File: src/rtl/mdu_pkg.sv
// Shared MDU definitions: op encodings used by the ALU, multiplier and divider,
// the divider state type and the datapath width.
package mdu_pkg;

  localparam int unsigned MDU_WIDTH = 32;

  localparam logic [1:0] MDU_OP_NONE     = 2'b00;
  localparam logic [1:0] MDU_OP_UNSIGNED = 2'b01;
  localparam logic [1:0] MDU_OP_SIGNED   = 2'b10;

  typedef enum logic [1:0] {
    IDLE,
    CALC,
    FIX
  } div_state_t;

endpackage

File: src/rtl/mdu_seq_divider_if.sv
// ALU <-> MDU op/done interface: the ALU (master) issues a one-cycle op with
// operands; the divider (slave) drops done while busy and raises it at commit.
interface mdu_seq_divider_if #(
  parameter int unsigned WIDTH = 32
);
  logic [1:0]         div_op;
  logic [WIDTH-1:0]   dividend;
  logic [WIDTH-1:0]   divisor;
  logic [2*WIDTH-1:0] result;
  logic               done;

  modport master (
    output div_op, dividend, divisor,
    input  result, done
  );

  modport slave (
    input  div_op, dividend, divisor,
    output result, done
  );
endinterface

File: src/rtl/mdu_seq_divider_div_iter_step.sv
// One radix-2 restoring division step, kept separate so a radix-4 step can
// be dropped in without touching the control logic.
module div_iter_step #(
  parameter int unsigned WIDTH = 32
) (
  input  logic [WIDTH-1:0] rem,
  input  logic [WIDTH-1:0] quo,
  input  logic [WIDTH-1:0] divisor,
  output logic [WIDTH-1:0] rem_next,
  output logic [WIDTH-1:0] quo_next
);

  logic [WIDTH:0] trial;

  // Shift the next dividend bit into the remainder and try to subtract the divisor.
  // rem < divisor holds between steps, so a WIDTH+1-bit difference never overflows
  // and its MSB is the borrow.
  always_comb begin
    trial = {rem, quo[WIDTH-1]} - {1'b0, divisor};
    if (!trial[WIDTH]) begin
      rem_next = trial[WIDTH-1:0];
      quo_next = {quo[WIDTH-2:0], 1'b1};
    end else begin
      rem_next = {rem[WIDTH-2:0], quo[WIDTH-1]};
      quo_next = {quo[WIDTH-2:0], 1'b0};
    end
  end

endmodule

File: src/rtl/mdu_seq_divider.sv
// Sequential MIPS DIV/DIVU: sign-strip on accept, 32 restoring steps,
// then sign fix-up and commit to result with done rising.
module mdu_seq_divider
  import mdu_pkg::*;
#(
  parameter int unsigned WIDTH = MDU_WIDTH
) (
  input  logic               clk,
  input  logic               rst,
  mdu_seq_divider_if.slave   bus
);

  localparam int unsigned CW = $clog2(WIDTH);

  div_state_t         state_q, state_d;
  logic [CW-1:0]      cnt_q, cnt_d;
  logic [WIDTH-1:0]   rem_q, rem_d;
  logic [WIDTH-1:0]   quo_q, quo_d;
  logic [WIDTH-1:0]   dvs_q, dvs_d;
  logic               q_neg_q, q_neg_d;
  logic               r_neg_q, r_neg_d;
  logic [2*WIDTH-1:0] result_q, result_d;

  logic               is_signed;
  logic               start;
  logic [WIDTH-1:0]   rem_step, quo_step;

  div_iter_step #(.WIDTH(WIDTH)) u_step (
    .rem      (rem_q),
    .quo      (quo_q),
    .divisor  (dvs_q),
    .rem_next (rem_step),
    .quo_next (quo_step)
  );

  // Next-state logic: accept in IDLE, iterate in CALC, sign-correct and commit in FIX.
  always_comb begin
    state_d   = state_q;
    cnt_d     = cnt_q;
    rem_d     = rem_q;
    quo_d     = quo_q;
    dvs_d     = dvs_q;
    q_neg_d   = q_neg_q;
    r_neg_d   = r_neg_q;
    result_d  = result_q;
    is_signed = (bus.div_op == MDU_OP_SIGNED);
    start     = is_signed || (bus.div_op == MDU_OP_UNSIGNED);
    case (state_q)
      IDLE: begin
        if (start) begin
          // Magnitudes are taken as unsigned, so |0x8000_0000| is simply 2^31.
          quo_d   = (is_signed && bus.dividend[WIDTH-1]) ? -bus.dividend : bus.dividend;
          dvs_d   = (is_signed && bus.divisor[WIDTH-1])  ? -bus.divisor  : bus.divisor;
          q_neg_d = is_signed && (bus.dividend[WIDTH-1] ^ bus.divisor[WIDTH-1])
                    && (bus.divisor != '0);
          r_neg_d = is_signed && bus.dividend[WIDTH-1];
          rem_d   = '0;
          cnt_d   = '0;
          state_d = CALC;
        end
      end
      CALC: begin
        rem_d = rem_step;
        quo_d = quo_step;
        cnt_d = cnt_q + CW'(1);
        if (cnt_q == CW'(WIDTH - 1)) state_d = FIX;
      end
      FIX: begin
        result_d = {(r_neg_q ? -rem_q : rem_q), (q_neg_q ? -quo_q : quo_q)};
        state_d  = IDLE;
      end
      default: state_d = IDLE;
    endcase
  end

  // State and datapath registers with synchronous reset.
  always_ff @(posedge clk) begin
    if (rst) begin
      state_q  <= IDLE;
      cnt_q    <= '0;
      rem_q    <= '0;
      quo_q    <= '0;
      dvs_q    <= '0;
      q_neg_q  <= 1'b0;
      r_neg_q  <= 1'b0;
      result_q <= '0;
    end else begin
      state_q  <= state_d;
      cnt_q    <= cnt_d;
      rem_q    <= rem_d;
      quo_q    <= quo_d;
      dvs_q    <= dvs_d;
      q_neg_q  <= q_neg_d;
      r_neg_q  <= r_neg_d;
      result_q <= result_d;
    end
  end

  assign bus.result = result_q;
  assign bus.done   = (state_q == IDLE);

endmodule
File: src/flat_wrapper.sv
// flat-port wrapper written by rule: the top's interface ports become plain ports
module mdu_seq_divider_flat import mdu_pkg::*;
#(
  parameter int unsigned WIDTH = MDU_WIDTH
)
  (clk, rst, bus_div_op, bus_dividend, bus_divisor, bus_result, bus_done);
  mdu_seq_divider_if #(.WIDTH(WIDTH)) bus_i ();
  input  logic clk;
  input  logic rst;
  input wire logic [$bits(bus_i.div_op)-1:0] bus_div_op;
  input wire logic [$bits(bus_i.dividend)-1:0] bus_dividend;
  input wire logic [$bits(bus_i.divisor)-1:0] bus_divisor;
  output wire logic [$bits(bus_i.result)-1:0] bus_result;
  output wire logic [$bits(bus_i.done)-1:0] bus_done;
  assign bus_i.div_op = bus_div_op;
  assign bus_i.dividend = bus_dividend;
  assign bus_i.divisor = bus_divisor;
  assign bus_result = bus_i.result;
  assign bus_done = bus_i.done;
  mdu_seq_divider #(.WIDTH(WIDTH)) u_core (.clk(clk), .rst(rst), .bus(bus_i));
endmodule
File: config.mk
export PLATFORM = sky130hd
export DESIGN_NAME = mdu_seq_divider_flat
export DESIGN_NICKNAME = d
export VERILOG_FILES = /design/src/rtl/mdu_pkg.sv /design/src/rtl/mdu_seq_divider_if.sv /design/src/rtl/mdu_seq_divider_div_iter_step.sv /design/src/rtl/mdu_seq_divider.sv /design/src/flat_wrapper.sv
export SDC_FILE = /design/constraint.sdc
export NUM_CORES = 1
export LEC_CHECK = 0
export CORE_ASPECT_RATIO = 1.4
export CORE_MARGIN = 2
export CORE_UTILIZATION = 30
export DETAILED_ROUTE_END_ITERATION = 8
export PLACE_DENSITY = 0.57
export SYNTH_ARGS = -nofsm -noshare
export SYNTH_HDL_FRONTEND = slang
export SYNTH_HIERARCHICAL = 1
export SYNTH_SLANG_ARGS = --single-unit
File: constraint.sdc
create_clock -name clk -period 4.3 [get_ports clk]
set_input_delay 0.86 -clock clk [delete_from_list [all_inputs] [get_ports clk]]
set_output_delay 0.86 -clock clk [all_outputs]
set_load 0.05 [all_outputs]
# After elaboration in Yosys (flattened, before gate mapping)
# Cells that the tools add are included.
# word_totals
output_inout_bits	65
regBits	169
input_bits	68
# op_classes
muxes	15
n_eq_ne	7
addsub	6
bitwise_logic	1
n_reduce_logical	11
# ops
cell	n
32-bit 2-to-1 mux	7
32-bit negation	4
32-bit case mux with 2 select lines	2
33-bit by 32-bit subtractor with 33-bit output	1
32-bit nonzero test	1
5-bit case mux with 2 select lines	1
2-bit AND reduction	3
5-bit by 1-bit adder with 5-bit output, second input constant	1
5-bit == test, second input constant	1
5-bit 2-to-1 mux	1
2-bit by 1-bit == test with 1-bit output, second input constant	2
2-bit == test, second input constant	2
1-bit logical AND	4
2-bit 2-to-1 mux	2
2-bit by 1-bit != test with 1-bit output, second input constant	2
2-bit case mux with 2 select lines	1
2-bit logical NOT	1
2-bit nonzero test	1
1-bit logical OR	1
1-bit 2-to-1 mux	1
1-bit bitwise XOR	1

# Depth between registers and ports, before layout
# Gate-level depths: netlist of the first run.
# logic_depth
ltp_word	5
mapped_depth	16
mapped_depth_nobuf	15

# Cells and area by module
# The synthesis of the first run kept the hierarchy.
# modules_own_cells
module	cells_per_inst	seq_area_each_um2	instances	area_per_inst_um2
mdu_seq_divider	1045	3383.2	1	8841.0
div_iter_step	342	0.0	1	2488.6

# Worst setup path after synthesis of the first run
# Ideal clock, no wire load.
# synth_timing
path_kind	flip-flop to flip-flop
startpoint	reg u_core.quo_q[31]
endpoint	reg u_core.rem_q[5]
path_buffers	1
stages_incl_launch_ff	17
arrival_time_ps	3119
path_slack_ps	1054
t_required_ps	4172
cell_sequence	dfxtp_1 inv_1 ha_1 fa_1 and2b_1 o2111ai_1 a21oi_2 o2111ai_1 a211oi_2 nor2_2 mux2i_1 and2_4 inv_2 buf_6 mux2_4 a22oi_1 nor2_1
# synth_between
elab_chain_len	3
# synth_rtl
item	line_no	rtl
start: declaration	mdu_seq_divider.sv:18	logic [WIDTH-1:0] quo_q, quo_d;
start signal: assignment	mdu_seq_divider.sv:91	quo_q <= quo_d;
33-bit by 32-bit subtractor with 33-bit output	mdu_seq_divider_div_iter_step.sv:19	trial = {rem, quo[WIDTH-1]} - {1'b0, divisor};
32-bit 2-to-1 mux	mdu_seq_divider_div_iter_step.sv:20	if (!trial[WIDTH]) begin
net u_core.rem_step[5]	mdu_seq_divider.sv:26	logic [WIDTH-1:0] rem_step, quo_step;
32-bit case mux with 2 select lines	mdu_seq_divider.sv:48	case (state_q)
end signal: assignment	mdu_seq_divider.sv:90	rem_q <= rem_d;
end: declaration	mdu_seq_divider.sv:17	logic [WIDTH-1:0] rem_q, rem_d;
# The timed path passes the listed nets, and every way through them passes these cells.
# A chain may end at the register's enable or synchronous reset.

# Worst setup path in the final report of the first run
# layout_timing
startpoint	reg u_core.quo_q[31]
endpoint	reg u_core.rem_q[4]
# The elaborated chain is that of the path after synthesis.

==> results of run 1 <==
## stage by stage
| step | hold slack [ns] | worst slack [ns] |
|---|---|---|
| detailed placement | 0.441 | 0.540 |
| finish | 0.446 | 0.485 |
| CTS | 0.450 | 0.514 |
| global route | 0.463 | 0.190 |
| global placement | 0.436 | 0.598 |
| floorplan | 0.440 | 1.05 |
## layout make-up
type / instances / area share, %
inverter: 54 / 1.50
clock inverter: 10 / 1.05
tap: 473 / 4.37
clock buffer: 21 / 3.48
multi-input combinational: 1038 / 52.6
timing repair buffer: 169 / 12.0
sequential: 169 / 25.0
## worst reg2reg max path: stages, from the launching register on
cell,delay (ns)
dfxtp_1,0.44
inv_1,0.07
ha_1,0.23
fa_1,0.40
and2b_1,0.24
o2111ai_1,0.15
a21oi_2,0.22
o2111ai_1,0.17
a211oi_2,0.29
nor2_2,0.11
mux2i_1,0.20
and2_4,0.29
inv_2,0.15
buf_12,0.20
mux2_1,0.32
a22oi_1,0.15
nor2_1,0.05
## cell usage after synthesis, types with 9 or more instances
| master | number | area (um2) |
|---|---|---|
| dfxtp_1 | 169 | 3380 |
| nor2_1 | 132 | 495 |
| xor2_1 | 91 | 797 |
| o21ai_0 | 86 | 430 |
| a21oi_1 | 83 | 415 |
| nand2_1 | 78 | 293 |
| clkbuf_1 | 74 | 278 |
| inv_1 | 52 | 195 |
| a211oi_1 | 49 | 368 |
| xnor2_1 | 44 | 385 |
| ha_1 | 39 | 488 |
| a22oi_1 | 36 | 270 |
| buf_4 | 31 | 233 |
| o21ai_1 | 29 | 145 |
| nand3_1 | 25 | 125 |
| o31ai_1 | 23 | 173 |
| nor3_1 | 20 | 100 |
| nor4_1 | 20 | 125 |
| o41ai_1 | 20 | 175 |
| a21o_1 | 19 | 143 |
| a31oi_1 | 19 | 119 |
| mux2_4 | 19 | 285 |
| or3_1 | 17 | 106 |
| buf_1 | 13 | 48.8 |
| or4_1 | 13 | 97.6 |
| o41ai_2 | 12 | 195 |
| and3_1 | 11 | 68.8 |
| nand4_1 | 10 | 62.6 |
| o221ai_1 | 9 | 78.8 |
## cell families after synthesis
logic type / share of synthesized area (%)
flip-flops: 29.9
XOR/XNOR: 10.4
buffers and inverters: 7.39
adder cells (fa/ha/maj): 4.48
AO/OA/AOI/OAI: 27.2
AND/OR/NAND/NOR: 17.2
multiplexers: 3.43
## sequential cells by signal, indices dropped and copies added, names as in the netlist
| name | count |
|---|---|
| u_core/q_neg_q | 1 |
| u_core/bus.result | 64 |
| u_core/rem_q | 32 |
| u_core/dvs_q | 32 |
| u_core/r_neg_q | 1 |
| u_core/cnt_q | 5 |
| u_core/quo_q | 32 |
| u_core/state_q | 2 |
## power by group
part | total (mW) | leakage, nW | switching (mW) | internal, mW
Sequential | 1.98 | 1.38 | 0.238 | 1.75
Combinational | 5.25 | 3.31 | 2.91 | 2.33
Clock | 1.62 | 0.299 | 0.660 | 0.960
Total | 8.85 | 4.98 | 3.81 | 5.04
## worst paths after layout
kind	startpoint	end	slack, ns	depth (start not counted)
max	u_core/quo_q[31]	u_core/rem_q[4]	0.48	16
min	u_core/bus.result[61]	u_core/bus.result[61]	0.45	2
max reg2reg	u_core/quo_q[31]	u_core/rem_q[4]	0.48	16
min reg2reg	u_core/bus.result[61]	u_core/bus.result[61]	0.45	2
## per-layer routing
| metal | routed length (um) | part of all wire (%) | vias to the layer above |
|---|---|---|---|
| met5 | 0 | 0 | - |
| li1 | - | - | 5190 |
| met3 | 965 | 2.6 | 70 |
| met4 | 1820 | 4.9 | 0 |
| met2 | 20000 | 54 | 237 |
| met1 | 14400 | 39 | 5072 |
==> impl_metrics.env, run 1 <==
export IMPL_ir_drop_mv=0.501
export IMPL_antenna_found_initial=0
export IMPL_die_area_um2=39400
export IMPL_grt_pass1_wl_um=57000
export IMPL_ys_seq_area_share_pct=29.9
export IMPL_skew_ns=0.0115
export IMPL_post_cts_setup_buffers=0
export IMPL_slowest_stage="dfxtp_1"
export IMPL_vias=10569
export IMPL_cpPeakStageDelay_ns=0.44
export IMPL_postLayoutCellArea_um2=13500
export IMPL_cp_max_fo=16
export IMPL_worst_slew_pin_slew_ns=0.916
export IMPL_port_buffer_count=132
export IMPL_critPathTopFamily="compound AO/OA/AOI/OAI gates"
export IMPL_cts_path_max_buffers=2
export IMPL_gp_congestion=0.876
export IMPL_finalCriticalPeriod_ns=3.82
export IMPL_power_mw=8.85
export IMPL_grt_usage_pct=18.6
export IMPL_ant_nets=0
export IMPL_ctsHoldBuffers=0
export IMPL_multi_input_area_um2=7130
export IMPL_slew_headroom_pct=38.9
export IMPL_ys_types=88
export IMPL_start_util_pct=30.3
export IMPL_post_cts_resized=0
export IMPL_worstHoldPathType="reg -> reg"
export IMPL_antenna_diode_count=0
export IMPL_avgSynthCellArea_um2=8.17
export IMPL_areaGrowthSynthToFinish_pct=19.5
export IMPL_fin_nets=1557
export IMPL_fp_row_count=84
export IMPL_drc=0
export IMPL_crit_path_start_kind="flop"
export IMPL_cellLeakagePower_nw=4.98
export IMPL_grt_met2_usage_pct=35.9
export IMPL_drt_iter0_markers=758
export IMPL_status="finished, final reports clean"
export IMPL_final_cell_mix="169 x dfxtp_1, 131 x clkdlybuf4s50_1, 131 x nor2_1, 91 x xor2_1, 86 x o21ai_0"
export IMPL_layout_drive_gt1_share_pct=9.24
export IMPL_place_inst=1903
export IMPL_postSynthCellCount=1387
export IMPL_dp_hpwl_um=28400
export IMPL_synth_area_um2=11300
export IMPL_grt_max_degree=77
export IMPL_grtUsageMet1_pct=19.7
export IMPL_die_h_um=234
export IMPL_io_pins=133
export IMPL_layout_commonest_cell="dfxtp_1"
export IMPL_synth_edff_count=0
export IMPL_ys_async_sr_fraction_pct=0
export IMPL_rsz0062_at_grt="false"
export IMPL_final_cells=1934
export IMPL_grt_use_met3_pct=2.06
export IMPL_fmaxAchievable_mhz=262
export IMPL_cp_cell_sequence="inv_1, ha_1, fa_1, and2b_1, o2111ai_1, a21oi_2, o2111ai_1, a211oi_2, nor2_2, mux2i_1, and2_4, inv_2, buf_12, mux2_1, a22oi_1, nor2_1"
export IMPL_synth_flop_cell="dfxtp_1"
export IMPL_grt_pass1_vias=10306
export IMPL_cts_buffers=17
export IMPL_clk_pin_slew_ns=0.07
export IMPL_routed_via_density=5.46
export IMPL_period_share_pct=88.7
export IMPL_wl_um=37100
export IMPL_clock_sinks=169
export IMPL_synth_warnings=6
export IMPL_drv_slew=0
export IMPL_clockRootBuffer="clkbuf_16"
export IMPL_max_cap_viol_count=0
export IMPL_cts_tree="built"
export IMPL_fin_setup_tns_ns=0
export IMPL_dr_pass1_iters=5
export IMPL_wire_per_inst_um=19.2
export IMPL_htreeDepth=4
export IMPL_cp_common_cell="o2111ai_1"
export IMPL_fin_util_pct=36.2
export IMPL_path_class="reg -> reg"
export IMPL_cp_end_kind="flop"
export IMPL_syn_num_nets=1495
export IMPL_layout_area_seq_um2=3380
export IMPL_core_area_um2=37400
export IMPL_synth_seq_cells=169
export IMPL_fp_dieW_um=168
export IMPL_top_usage_layer="met2"
export IMPL_placedInstanceArea_um2=12900
export IMPL_worstPathRequired_ns=4.61
export IMPL_fill_cells=3917
export IMPL_cellPowerDensity_nw_per_um2=654
export IMPL_finalSetupViolCount=0
export IMPL_overflow=0
export IMPL_insertion_delay_ns=0.44
export IMPL_hold_viol=0
export IMPL_crit_arrival_ns=4.12
export IMPL_path_buf_inv=3
Power figures use the tool's default switching activity.
==> run 2, diff against run 1 <==
--- a/config.mk
+++ b/config.mk
@@ -9,7 +9,8 @@
 export CORE_MARGIN = 2
 export CORE_UTILIZATION = 30
 export DETAILED_ROUTE_END_ITERATION = 8
-export PLACE_DENSITY = 0.57
+export DONT_BUFFER_PORTS = 1
+export PLACE_DENSITY = 0.53
 export SYNTH_ARGS = -nofsm -noshare
 export SYNTH_HDL_FRONTEND = slang
 export SYNTH_HIERARCHICAL = 1
==> run 2 against run 1 <==
  * Flip-flop and latch count unchanged
  * Clock-buffer cell count increased by 2
  * Worst setup slack better by 0.030 ns
  * Via count is 5.5% lower
  * Clock power is essentially flat
  * Die area did not move
  * Critical path depth is the same
  * Non-clock buffer count fell by 139
  * Global-route usage is essentially flat
  * Critical path type unchanged
==> impl_metrics.env, run 2 (same netlist as run 1, synthesis figures left out) <==
export IMPL_status="finished, final reports clean"
export IMPL_crit_arrival_ns=4.11
export IMPL_power_mw=8.67
export IMPL_areaGrowthSynthToFinish_pct=7.24
export IMPL_insertion_delay_ns=0.43
export IMPL_antenna_found_initial=0
export IMPL_start_util_pct=30.3
export IMPL_r2r_slack_ns=0.52
export IMPL_finalCriticalPeriod_ns=3.78
export IMPL_hp_start="u_core/r_neg_q"
export IMPL_fmaxAchievable_mhz=264
export IMPL_layout_commonest_cell="dfxtp_1"
export IMPL_max_cap_viol_count=0
export IMPL_overflow=0
export IMPL_path_class="reg -> reg"
export IMPL_rsz0062_at_grt="false"
export IMPL_fin_setup_tns_ns=0
export IMPL_ctsHoldBuffers=0
export IMPL_io_pins=133
export IMPL_grt_met2_usage_pct=35.0
export IMPL_r2r_start="u_core/quo_q[31]"
export IMPL_fp_row_count=84
export IMPL_layout_drive_gt1_share_pct=9.67
export IMPL_grt_use_met3_pct=3.17
export IMPL_clockRootBuffer="clkbuf_16"
export IMPL_fill_cells=3992
export IMPL_ir_drop_mv=0.435
export IMPL_die_area_um2=39400
export IMPL_cts_buffers=17
export IMPL_dr_pass1_iters=5
export IMPL_clk_pin_slew_ns=0.07
export IMPL_drc=0
export IMPL_r2r_end="u_core/rem_q[19]"
export IMPL_routed_via_density=5.56
export IMPL_skew_ns=0.0126
export IMPL_hold_path_depth=2
export IMPL_port_buffer_count=0
export IMPL_slew_headroom_pct=25.4
export IMPL_wire_per_inst_um=20.7
export IMPL_grt_usage_pct=18.5
export IMPL_grt_pass1_vias=9610
export IMPL_worstPathRequired_ns=4.63
export IMPL_period_share_pct=88.0
export IMPL_die_h_um=234
export IMPL_core_area_um2=37400
export IMPL_drt_iter0_markers=646
export IMPL_drv_slew=0
export IMPL_gp_congestion=0.882
export IMPL_htreeDepth=4
export IMPL_grt_pass1_wl_um=56000
export IMPL_hold_viol=0
export IMPL_antenna_diode_count=0
export IMPL_post_cts_resized=0
export IMPL_cp_end_kind="flop"
export IMPL_dp_hpwl_um=28300
export IMPL_fp_dieW_um=168
export IMPL_worst_slew_pin_slew_ns=1.12
export IMPL_worstHoldPathType="reg -> reg"
export IMPL_cellLeakagePower_nw=4.47
export IMPL_grt_max_degree=93
export IMPL_multi_input_area_um2=7130
export IMPL_grtUsageMet1_pct=18.8
export IMPL_wl_um=37100
export IMPL_crit_path_start_kind="flop"
export IMPL_ant_nets=0
export IMPL_largest_reg_flops=64
export IMPL_clock_sinks=169
export IMPL_final_cell_mix="169 x dfxtp_1, 131 x nor2_1, 91 x xor2_1, 86 x o21ai_0, 83 x a21oi_1"
export IMPL_finalSetupViolCount=0
export IMPL_cts_tree="built"
export IMPL_cts_path_max_buffers=2
export IMPL_fin_nets=1418
export IMPL_top_usage_layer="met2"
export IMPL_cellPowerDensity_nw_per_um2=714
export IMPL_vias=9990
export IMPL_cp_max_fo=16
export IMPL_post_cts_setup_buffers=0
export IMPL_layout_area_seq_um2=3380
export IMPL_r2r_cells=16
export IMPL_hold_end="u_core/r_neg_q"
==> run 2: cell types whose count changed in the layout (fill, tap and decap cells not counted), sizes merged <==
cell           before  now
clkinvlp            1    0
buf                38   30
bufinv              3    2
clkdlybuf4s50     131    0
clkbuf             21   23
inv                54   55
==> run 2: final cells by class <==
class                      instances  share of cell area [%]
clock buffer                      23                    4.10
tap                              473                    4.87
multi-input combinational       1038                    58.7
sequential                       169                    27.8
timing repair buffer              30                    1.96
inverter                          54                    1.67
clock inverter                     9                   0.906
==> run 2: worst max-delay path by stage <==
stage,from,endpoint,slack (ns),cells after the start
3_5_place_dp,u_core/quo_q[31],u_core/rem_q[19],0.56,16
3_3_place_gp,u_core/quo_q[31],u_core/rem_q[4],0.62,16
2_1_floorplan,u_core/quo_q[31],u_core/rem_q[5],1.05,16
4_1_cts,u_core/quo_q[31],u_core/rem_q[19],0.54,16
6_report,u_core/quo_q[31],u_core/rem_q[19],0.52,16
5_1_grt,u_core/quo_q[31],u_core/rem_q[4],0.23,16
==> run 2: power by group <==
part,internal [mW],switching [mW]
clock network,0.937,0.663
registers,1.75,0.240
logic,2.27,2.82
total,4.95,3.72
==> run 2: worst max-delay path: stages (launching register included) <==
cell and delay, ns:
dfxtp_1 0.42, inv_1 0.07, ha_1 0.23, fa_1 0.41, and2b_1 0.24, o2111ai_1 0.17
a21oi_2 0.24, o2111ai_1 0.18, a211oi_2 0.26, nor2_2 0.11, mux2i_1 0.20, and2_4 0.27
inv_2 0.14, buf_12 0.19, mux2_4 0.30, a22oi_1 0.17, nor2_1 0.05
==> run 2: per-layer routing <==
layer | part of all wire (%) | routed length, um | up-vias
met5 | 0 | 0 | -
met4 | 6.4 | 2390 | 0
met3 | 3.9 | 1460 | 77
met2 | 53 | 19500 | 254
met1 | 37 | 13800 | 4766
li1 | - | - | 4893
==> run 2: through the flow <==
| step | instances | setup slack, ns | util [%] | hold slack [ns] | instance area [um2] |
|---|---|---|---|---|---|
| finish | 1796 | 0.515 | 32.5 | 0.464 | 12200 |
| CTS | 1796 | 0.536 | 32.5 | 0.461 | 12200 |
| global placement | 1764 | 0.624 | 30.8 | 0.445 | 11500 |
| detailed placement | 1764 | 0.559 | 30.8 | 0.451 | 11500 |
| global route | 1796 | 0.232 | 32.5 | 0.480 | 12200 |
| floorplan | 1387 | 1.05 | - | 0.440 | 11300 |
==> run 3, diff against run 2 <==
--- a/config.mk
+++ b/config.mk
@@ -5,6 +5,7 @@
 export SDC_FILE = /design/constraint.sdc
 export NUM_CORES = 1
 export LEC_CHECK = 0
+export ABC_CLOCK_PERIOD_IN_PS = 4300
 export CORE_ASPECT_RATIO = 1.4
 export CORE_MARGIN = 2
 export CORE_UTILIZATION = 30
==> results of run 3 <==
Same layout as run 2: the final DEF is identical, and so are final timing and power.
